**src/rtl/alu_pkg.sv**
```systemverilog
// ---------------------------------------------------------------------------
// alu_pkg
//   Shared definitions for the ALU execute/writeback stage:
//     - datapath width
//     - ALU control codes (OP_ADD .. OP_CMP, OP_LAST_LEGAL)
//     - bit positions inside the 5-bit flag vector {zero, eq, lt, ovf, carry}
//     - FSM state encodings of alu_exec_unit
//     - small opcode classification helpers
// ---------------------------------------------------------------------------
package alu_pkg;

    localparam int XLEN   = 32;
    localparam int FLAG_W = 5;

    // ALU control codes
    localparam logic [3:0] OP_ADD = 4'd0;
    localparam logic [3:0] OP_MUL = 4'd1;
    localparam logic [3:0] OP_SUB = 4'd2;
    localparam logic [3:0] OP_LSL = 4'd3;
    localparam logic [3:0] OP_LSR = 4'd4;
    localparam logic [3:0] OP_ASR = 4'd5;
    localparam logic [3:0] OP_AND = 4'd6;
    localparam logic [3:0] OP_OR  = 4'd7;
    localparam logic [3:0] OP_NOT = 4'd8;
    localparam logic [3:0] OP_XOR = 4'd9;
    localparam logic [3:0] OP_CMP = 4'd10;
    localparam logic [3:0] OP_LAST_LEGAL = OP_CMP;

    // Flag bit indices (rsp_flags / flags_q)
    localparam int FLG_CARRY    = 0;
    localparam int FLG_OVERFLOW = 1;
    localparam int FLG_LESSTHAN = 2;
    localparam int FLG_EQUALTO  = 3;
    localparam int FLG_ZERO     = 4;

    // FSM states
    localparam logic [1:0] ST_IDLE = 2'd0;
    localparam logic [1:0] ST_EXEC = 2'd1;
    localparam logic [1:0] ST_RESP = 2'd2;

    function automatic logic op_is_legal(input logic [3:0] op);
        return op <= OP_LAST_LEGAL;
    endfunction

    // cmp only produces flags; everything else legal writes its result back.
    function automatic logic op_writes_rd(input logic [3:0] op);
        return op_is_legal(op) && (op != OP_CMP);
    endfunction

endpackage : alu_pkg

```
**src/rtl/alu_regfile.sv**
```systemverilog
// ---------------------------------------------------------------------------
// alu_regfile
//   NREGS x XLEN register file with one combinational read pair and one
//   synchronous write port. r0 always reads as zero and writes to it are
//   dropped. All entries clear on asynchronous reset.
//
//   Optional macro ALU_EXEC_DBG_EN adds a third combinational read port
//   (dbg_addr/dbg_data) used for debug observation.
//
// Ports:
//   clk, rst_n          clock, asynchronous active-low reset
//   ra_addr / ra_data   read port A
//   rb_addr / rb_data   read port B
//   we, wa, wd          write enable, address, data
//   dbg_addr/dbg_data   (ALU_EXEC_DBG_EN only) debug read port
// ---------------------------------------------------------------------------
module alu_regfile
    import alu_pkg::*;
#(
    parameter int NREGS = 8,
    parameter int RW    = 3
) (
    input  logic            clk,
    input  logic            rst_n,
    input  logic [RW-1:0]   ra_addr,
    output logic [XLEN-1:0] ra_data,
    input  logic [RW-1:0]   rb_addr,
    output logic [XLEN-1:0] rb_data,
    input  logic            we,
    input  logic [RW-1:0]   wa,
    input  logic [XLEN-1:0] wd
`ifdef ALU_EXEC_DBG_EN
    ,
    input  logic [RW-1:0]   dbg_addr,
    output logic [XLEN-1:0] dbg_data
`endif
);

    logic [XLEN-1:0] mem_q [NREGS];
    logic [XLEN-1:0] mem_d [NREGS];

    assign ra_data = (ra_addr == '0) ? '0 : mem_q[ra_addr];
    assign rb_data = (rb_addr == '0) ? '0 : mem_q[rb_addr];
`ifdef ALU_EXEC_DBG_EN
    assign dbg_data = (dbg_addr == '0) ? '0 : mem_q[dbg_addr];
`endif

    always_comb begin
        mem_d = mem_q;
        if (we && (wa != '0)) begin
            mem_d[wa] = wd;
        end
    end

    // NOTE: the array is cleared on reset because an aborted or fresh run must
    //       read zeros from every register; this forces flops rather than RAM.
    always_ff @(posedge clk or negedge rst_n) begin
        if (!rst_n) begin
            for (int i = 0; i < NREGS; i++) begin
                mem_q[i] <= '0;
            end
        end else begin
            mem_q <= mem_d;
        end
    end

endmodule : alu_regfile

```
**src/rtl/alu_exec_unit.sv**
```systemverilog
// ---------------------------------------------------------------------------
// alu_exec_unit
//   Single-issue issue/writeback stage wrapped around an external
//   combinational 32-bit ALU. A command is accepted in IDLE, its operands
//   are read from the local register file and registered onto the ALU
//   ports, held through EXEC, then the ALU result and flags are captured,
//   written back, and presented as a response until it is taken.
//
//   Optional macro ALU_EXEC_DBG_EN adds dbg_addr/dbg_data (register peek)
//   and dbg_op_cnt (saturating count of completed legal operations).
//
// Ports:
//   clk, rst_n                       clock, asynchronous active-low reset
//   cmd_valid/cmd_ready              command handshake
//   cmd_op, cmd_rd, cmd_ra, cmd_rb   ALU code and register addresses
//   cmd_imm_sel, cmd_imm             immediate replaces reg[rb] when set
//   alu_a, alu_b, alu_control        registered drive to the ALU
//   alu_s, alu_carry .. alu_zero     ALU result and flags
//   rsp_valid/rsp_ready              response handshake
//   rsp_data, rsp_flags, rsp_err     captured result, flags, illegal-op flag
//   flags_q                          architectural flags {z, eq, lt, v, c}
// ---------------------------------------------------------------------------
module alu_exec_unit
    import alu_pkg::*;
#(
    parameter int NREGS       = 8,
    parameter int RW          = 3,
    parameter int EXEC_CYCLES = 1
) (
    input  logic              clk,
    input  logic              rst_n,
    input  logic              cmd_valid,
    output logic              cmd_ready,
    input  logic [3:0]        cmd_op,
    input  logic [RW-1:0]     cmd_rd,
    input  logic [RW-1:0]     cmd_ra,
    input  logic [RW-1:0]     cmd_rb,
    input  logic              cmd_imm_sel,
    input  logic [31:0]       cmd_imm,
    output logic [31:0]       alu_a,
    output logic [31:0]       alu_b,
    output logic [3:0]        alu_control,
    input  logic [31:0]       alu_s,
    input  logic              alu_carry,
    input  logic              alu_overflow,
    input  logic              alu_lessthan,
    input  logic              alu_equalto,
    input  logic              alu_zero,
    output logic              rsp_valid,
    input  logic              rsp_ready,
    output logic [31:0]       rsp_data,
    output logic [4:0]        rsp_flags,
    output logic              rsp_err,
    output logic [4:0]        flags_q
`ifdef ALU_EXEC_DBG_EN
    ,
    input  logic [RW-1:0]     dbg_addr,
    output logic [31:0]       dbg_data,
    output logic [15:0]       dbg_op_cnt
`endif
);

    // The counter also spans the cycle in which freshly registered operands
    // propagate through the ALU, so it is loaded with EXEC_CYCLES and the
    // capture lands EXEC_CYCLES+1 edges after accept.
    localparam int CNT_W = $clog2(EXEC_CYCLES + 1);

    logic [1:0]        state_q, state_d;
    logic [CNT_W-1:0]  cnt_q, cnt_d;
    logic [RW-1:0]     rd_q, rd_d;
    logic [XLEN-1:0]   alu_a_q, alu_a_d;
    logic [XLEN-1:0]   alu_b_q, alu_b_d;
    logic [3:0]        alu_ctrl_q, alu_ctrl_d;
    logic [XLEN-1:0]   rsp_data_q, rsp_data_d;
    logic [FLAG_W-1:0] rsp_flags_q, rsp_flags_d;
    logic              rsp_err_q, rsp_err_d;
    logic [FLAG_W-1:0] flags_d;
    logic [FLAG_W-1:0] alu_flags;

    logic [XLEN-1:0]   rf_ra_data, rf_rb_data;
    logic              rf_we;

`ifdef ALU_EXEC_DBG_EN
    logic [15:0]       op_cnt_q, op_cnt_d;
`endif

    alu_regfile #(
        .NREGS (NREGS),
        .RW    (RW)
    ) u_regfile (
        .clk      (clk),
        .rst_n    (rst_n),
        .ra_addr  (cmd_ra),
        .ra_data  (rf_ra_data),
        .rb_addr  (cmd_rb),
        .rb_data  (rf_rb_data),
        .we       (rf_we),
        .wa       (rd_q),
        .wd       (alu_s)
`ifdef ALU_EXEC_DBG_EN
        ,
        .dbg_addr (dbg_addr),
        .dbg_data (dbg_data)
`endif
    );

    // NOTE: every signal written below gets a default first, so no path
    //       through the case leaves one unassigned and no latch is inferred.
    always_comb begin
        alu_flags               = '0;
        alu_flags[FLG_CARRY]    = alu_carry;
        alu_flags[FLG_OVERFLOW] = alu_overflow;
        alu_flags[FLG_LESSTHAN] = alu_lessthan;
        alu_flags[FLG_EQUALTO]  = alu_equalto;
        alu_flags[FLG_ZERO]     = alu_zero;

        state_d     = state_q;
        cnt_d       = cnt_q;
        rd_d        = rd_q;
        alu_a_d     = alu_a_q;
        alu_b_d     = alu_b_q;
        alu_ctrl_d  = alu_ctrl_q;
        rsp_data_d  = rsp_data_q;
        rsp_flags_d = rsp_flags_q;
        rsp_err_d   = rsp_err_q;
        flags_d     = flags_q;
        rf_we       = 1'b0;
`ifdef ALU_EXEC_DBG_EN
        op_cnt_d    = op_cnt_q;
`endif

        case (state_q)
            ST_IDLE: begin
                if (cmd_valid) begin
                    alu_a_d    = rf_ra_data;
                    alu_b_d    = cmd_imm_sel ? cmd_imm : rf_rb_data;
                    alu_ctrl_d = cmd_op;
                    rd_d       = cmd_rd;
                    cnt_d      = CNT_W'(EXEC_CYCLES);
                    state_d    = ST_EXEC;
                end
            end

            ST_EXEC: begin
                if (cnt_q != '0) begin
                    cnt_d = cnt_q - CNT_W'(1);
                end else begin
                    if (op_is_legal(alu_ctrl_q)) begin
                        rsp_data_d  = alu_s;
                        rsp_flags_d = alu_flags;
                        rsp_err_d   = 1'b0;
                        flags_d     = alu_flags;
                        rf_we       = op_writes_rd(alu_ctrl_q);
`ifdef ALU_EXEC_DBG_EN
                        if (op_cnt_q != 16'hFFFF) begin
                            op_cnt_d = op_cnt_q + 16'd1;
                        end
`endif
                    end else begin
                        // Illegal codes report an error and leave all
                        // architectural state untouched.
                        rsp_data_d  = '0;
                        rsp_flags_d = '0;
                        rsp_err_d   = 1'b1;
                    end
                    state_d = ST_RESP;
                end
            end

            ST_RESP: begin
                if (rsp_ready) begin
                    state_d = ST_IDLE;
                end
            end

            default: begin
                state_d = ST_IDLE;
            end
        endcase
    end

    // NOTE: sequential state uses non-blocking assignments so every flop
    //       samples its pre-edge _d value regardless of statement order.
    always_ff @(posedge clk or negedge rst_n) begin
        if (!rst_n) begin
            state_q     <= ST_IDLE;
            cnt_q       <= '0;
            rd_q        <= '0;
            alu_a_q     <= '0;
            alu_b_q     <= '0;
            alu_ctrl_q  <= '0;
            rsp_data_q  <= '0;
            rsp_flags_q <= '0;
            rsp_err_q   <= 1'b0;
            flags_q     <= '0;
`ifdef ALU_EXEC_DBG_EN
            op_cnt_q    <= '0;
`endif
        end else begin
            state_q     <= state_d;
            cnt_q       <= cnt_d;
            rd_q        <= rd_d;
            alu_a_q     <= alu_a_d;
            alu_b_q     <= alu_b_d;
            alu_ctrl_q  <= alu_ctrl_d;
            rsp_data_q  <= rsp_data_d;
            rsp_flags_q <= rsp_flags_d;
            rsp_err_q   <= rsp_err_d;
            flags_q     <= flags_d;
`ifdef ALU_EXEC_DBG_EN
            op_cnt_q    <= op_cnt_d;
`endif
        end
    end

    assign cmd_ready   = (state_q == ST_IDLE);
    assign rsp_valid   = (state_q == ST_RESP);
    assign alu_a       = alu_a_q;
    assign alu_b       = alu_b_q;
    assign alu_control = alu_ctrl_q;
    assign rsp_data    = rsp_data_q;
    assign rsp_flags   = rsp_flags_q;
    assign rsp_err     = rsp_err_q;
`ifdef ALU_EXEC_DBG_EN
    assign dbg_op_cnt  = op_cnt_q;
`endif

endmodule : alu_exec_unit

```
**config.mk**
```make
export PLATFORM = sky130hd
export DESIGN_NAME = alu_exec_unit
export DESIGN_NICKNAME = d
export VERILOG_FILES = /design/src/rtl/alu_pkg.sv /design/src/rtl/alu_regfile.sv /design/src/rtl/alu_exec_unit.sv
export SDC_FILE = /design/constraint.sdc
export NUM_CORES = 1
export LEC_CHECK = 0
export BUFFER_PORTS_ARGS = -buffer_cell sky130_fd_sc_hd__buf_2
export CAP_MARGIN = 30
export CORE_MARGIN = 2
export CORE_UTILIZATION = 42
export DETAILED_ROUTE_END_ITERATION = 7
export PLACE_DENSITY = 0.7
export REMOVE_ABC_BUFFERS = 1
export SYNTH_ARGS = -nofsm -noshare
export SYNTH_HDL_FRONTEND = slang
export SYNTH_SLANG_ARGS = --single-unit
```
**constraint.sdc**
```tcl
create_clock -name clk -period 2.12 [get_ports clk]
set_input_delay 0.106 -clock clk [delete_from_list [all_inputs] [get_ports clk]]
set_output_delay 0.106 -clock clk [all_outputs]
set_load 0.01 [all_outputs]
```
==> results.ini <==
[sta]
worst_pin_slew_ns=1.10
fin_ws_ns=0.121
post-route-min-period_ns=2.00
maxSlewViolCount=0
tns_ns=0
rsz0062_at_grt=no
max_freq_mhz=500
clock_skew_ns=0.0167
setup-violations-final=0
holdWs_ns=0.0495
period_share_pct=94.3
hold_violations=0
slew_headroom_pct=26.7

[floorplan]
start_util_pct=42.7
die_height_um=203
die_w_um=203
core_um2=38800
rows=72
io_pins=200
design.die.area_um2=41100

[placed_design]
hpwlAfterDp_um=30500
port-buffer-count=199
place.gp.congestion=0.810
dp_worst_setup_slack_ns=0.0591

[cts]
clkLatencyLatePin_ns=0.53
cts-resized-gates=0
numCtsBuffers=38
clock_sinks=341
cts_htree_levels=2
clk_pin_slew_ns=0.06
cts_tree=done
cts-root-buf=clkbuf_16
cts_buffer_depth=3

[drt]
num_vias=12400
ant_nets=0
wl_per_cell_um=22.3
first_pass_iters=7
drc=0
routed_wl_um=48800
vias_per_cell=5.69
drt_iter0_markers=863

[synthesis]
synth.top_cell.area_share_pct=51.5
yosysMostFrequentCell=dfrtp_1
synth_area_leaders=dfrtp_1 (51%), mux2_2 (16%), mux2_1 (6.9%), mux2i_1 (5.4%), nand2_1 (2.5%)
yosys-top-cells-count=dfrtp_1 (341), mux2_2 (233), nand2_1 (112)
synthArstFlopShare_pct=100
synth_edf_count=0
avgSynthCellArea_um2=12.1
synthCells=1373
synthDistinctLibCells=39
yosysSeqAreaShare_pct=51.5
ys_warn_count=0
synth_top_area_cell=dfrtp_1
ys_ff_latch=341
synth_ff_type=dfrtp_1
syn_area_um2=16600

[pwr]
p_leak_nw=9.26
ir_worst_vdd_uv=652
sequentialPowerShare_pct=42.0
power.switching_mw=9.53
p_clk_share_pct=23.7
swShare_pct=33.6
p_comb_share_pct=34.3
p_int_mw=18.8
power_per_cell_area_nw_per_um2=1380

[global_routing]
use_met3_pct=4.32
grt_util_all_layers_pct=23.7
first_global_vias=12800
grt.busiest_layer=met2
grt-ovfl-total=0
grt_start_max_net_pins=83
grt.met1_usage_pct=31.2
antenna_found_initial=3
grt_pass1_wl_um=75400
met2_usage_pct=39.9

[finish]
fillers=3337
nNetsFinal=1726
drive_above_1_share_pct=34.5
syn2layout_area_growth_pct=24.3

[worst_setup_path]
endpoint_kind=flip-flop
regToRegStartpoint=state_q[1]$_DFFE_PN0P_
cp.arrival_ns=2.40
worstPathRequired_ns=2.52
startpoint=state_q[1]$_DFFE_PN0P_
crit_type=reg2reg
start_kind=flip-flop
crit_fanout=32

[min_path]
hp-class=in2reg
hp-start=cmd_imm[17]

[outcome]
status=finished, final reports clean

[flow_run]
cap_violations=0

==> worst max-delay path: stages (launching register included) <==
cell and delay (ns):
dfrtp_1 0.46, nor3b_4 0.23, nand3b_1 0.10, buf_4 0.18, nor3b_4 0.24, buf_12 0.28, mux2_2 0.37
==> area by class of cell <==
| type | count | area [um2] | share of cell area, % |
|---|---|---|---|
| timing repair buffer | 341 | 2520 | 12.2 |
| clock buffer | 61 | 1220 | 5.93 |
| antenna | 1 | 2.50 | 0.0122 |
| tap | 518 | 648 | 3.15 |
| sequential | 341 | 8530 | 41.4 |
| clock inverter | 7 | 71.3 | 0.346 |
| multi-input combinational | 895 | 7510 | 36.5 |
| inverter | 22 | 82.6 | 0.401 |
==> sequential cells by signal, summed over array words and instances (netlist names) <==
register,cells
alu_a,32
alu_b,32
alu_control,4
cnt_q,1
flags_q,5
rd_q,3
rsp_data,32
rsp_err,1
rsp_flags,5
state_q,2
u_regfile.mem_q,224
==> path summary, 6_finish.rpt <==
| path | to | slack, ns | depth (start not counted) |
|---|---|---|---|
| min | alu_b[17]$_DFFE_PN0P_ | 0.05 | 4 |
| max in group asynchronous | alu_b[22]$_DFFE_PN0P_ | 1.23 | 3 |
| min reg2reg | rsp_data[29]$_DFFE_PN0P_ | 0.48 | 2 |
| max reg2reg | u_regfile.mem_q[126]$_DFFE_PN0P_ | 0.12 | 6 |
| max | u_regfile.mem_q[126]$_DFFE_PN0P_ | 0.12 | 6 |
| min in group asynchronous | rsp_data[10]$_DFFE_PN0P_ | 0.12 | 2 |
==> per-stage QoR <==
step | power, mW | cell area (um2) | std cells | utilization [%]
after floorplan | 17.7 | 16100 | 1258 | -
after global placement | 21.0 | 18500 | 2039 | 47.7
after detailed placement | 21.6 | 18500 | 2039 | 47.7
after CTS | 28.5 | 20600 | 2184 | 53.0
after global routing | 30.1 | 20600 | 2185 | 53.0
final | 28.4 | 20600 | 2186 | 53.0
==> what timing repair did <==
action | in CTS | in global routing
setup endpoints to repair | 0 | 64
hold endpoints to repair | 516 | 0
setup buffers | 0 | 1
hold buffers | 77 | 0
==> cell families after synthesis <==
kind of cell	count (synthesis)	share of synthesized area, %
simple gates	194	5.03
compound gates	278	11.9
buf+inv	137	3.49
flops	341	51.5
mux	423	28.1
==> per-layer routing <==
layer,vias up,share of wire (%)
met5,-,0.047
li1,5598,-
met2,360,48
met1,6392,43
met4,4,2.5
met3,91,5.6
==> power by group through the flow <==
stage	clock, mW	sequential, mW	combinational (mW)
finish	6.72	11.9	9.73
global placement	0	11.7	9.34
global route	7.11	12.3	10.7
CTS	6.83	11.8	9.83
floorplan	0	11.9	5.77
detailed placement	0	11.9	9.65
==> placed cells by master, fill, tap and decap left out, types with 29 or more instances in the layout <==
| cell | instances |
|---|---|
| o22ai_1 | 47 |
| a21oi_1 | 29 |
| mux2i_1 | 89 |
| o21ai_0 | 34 |
| nor2_1 | 56 |
| buf_2 | 196 |
| dfrtp_1 | 341 |
| mux2_1 | 101 |
| clkbuf_16 | 41 |
| dlygate4sd3_1 | 77 |
| mux2_2 | 233 |
| buf_4 | 47 |
| nand2_1 | 108 |
(Power assumes the default switching activity.)
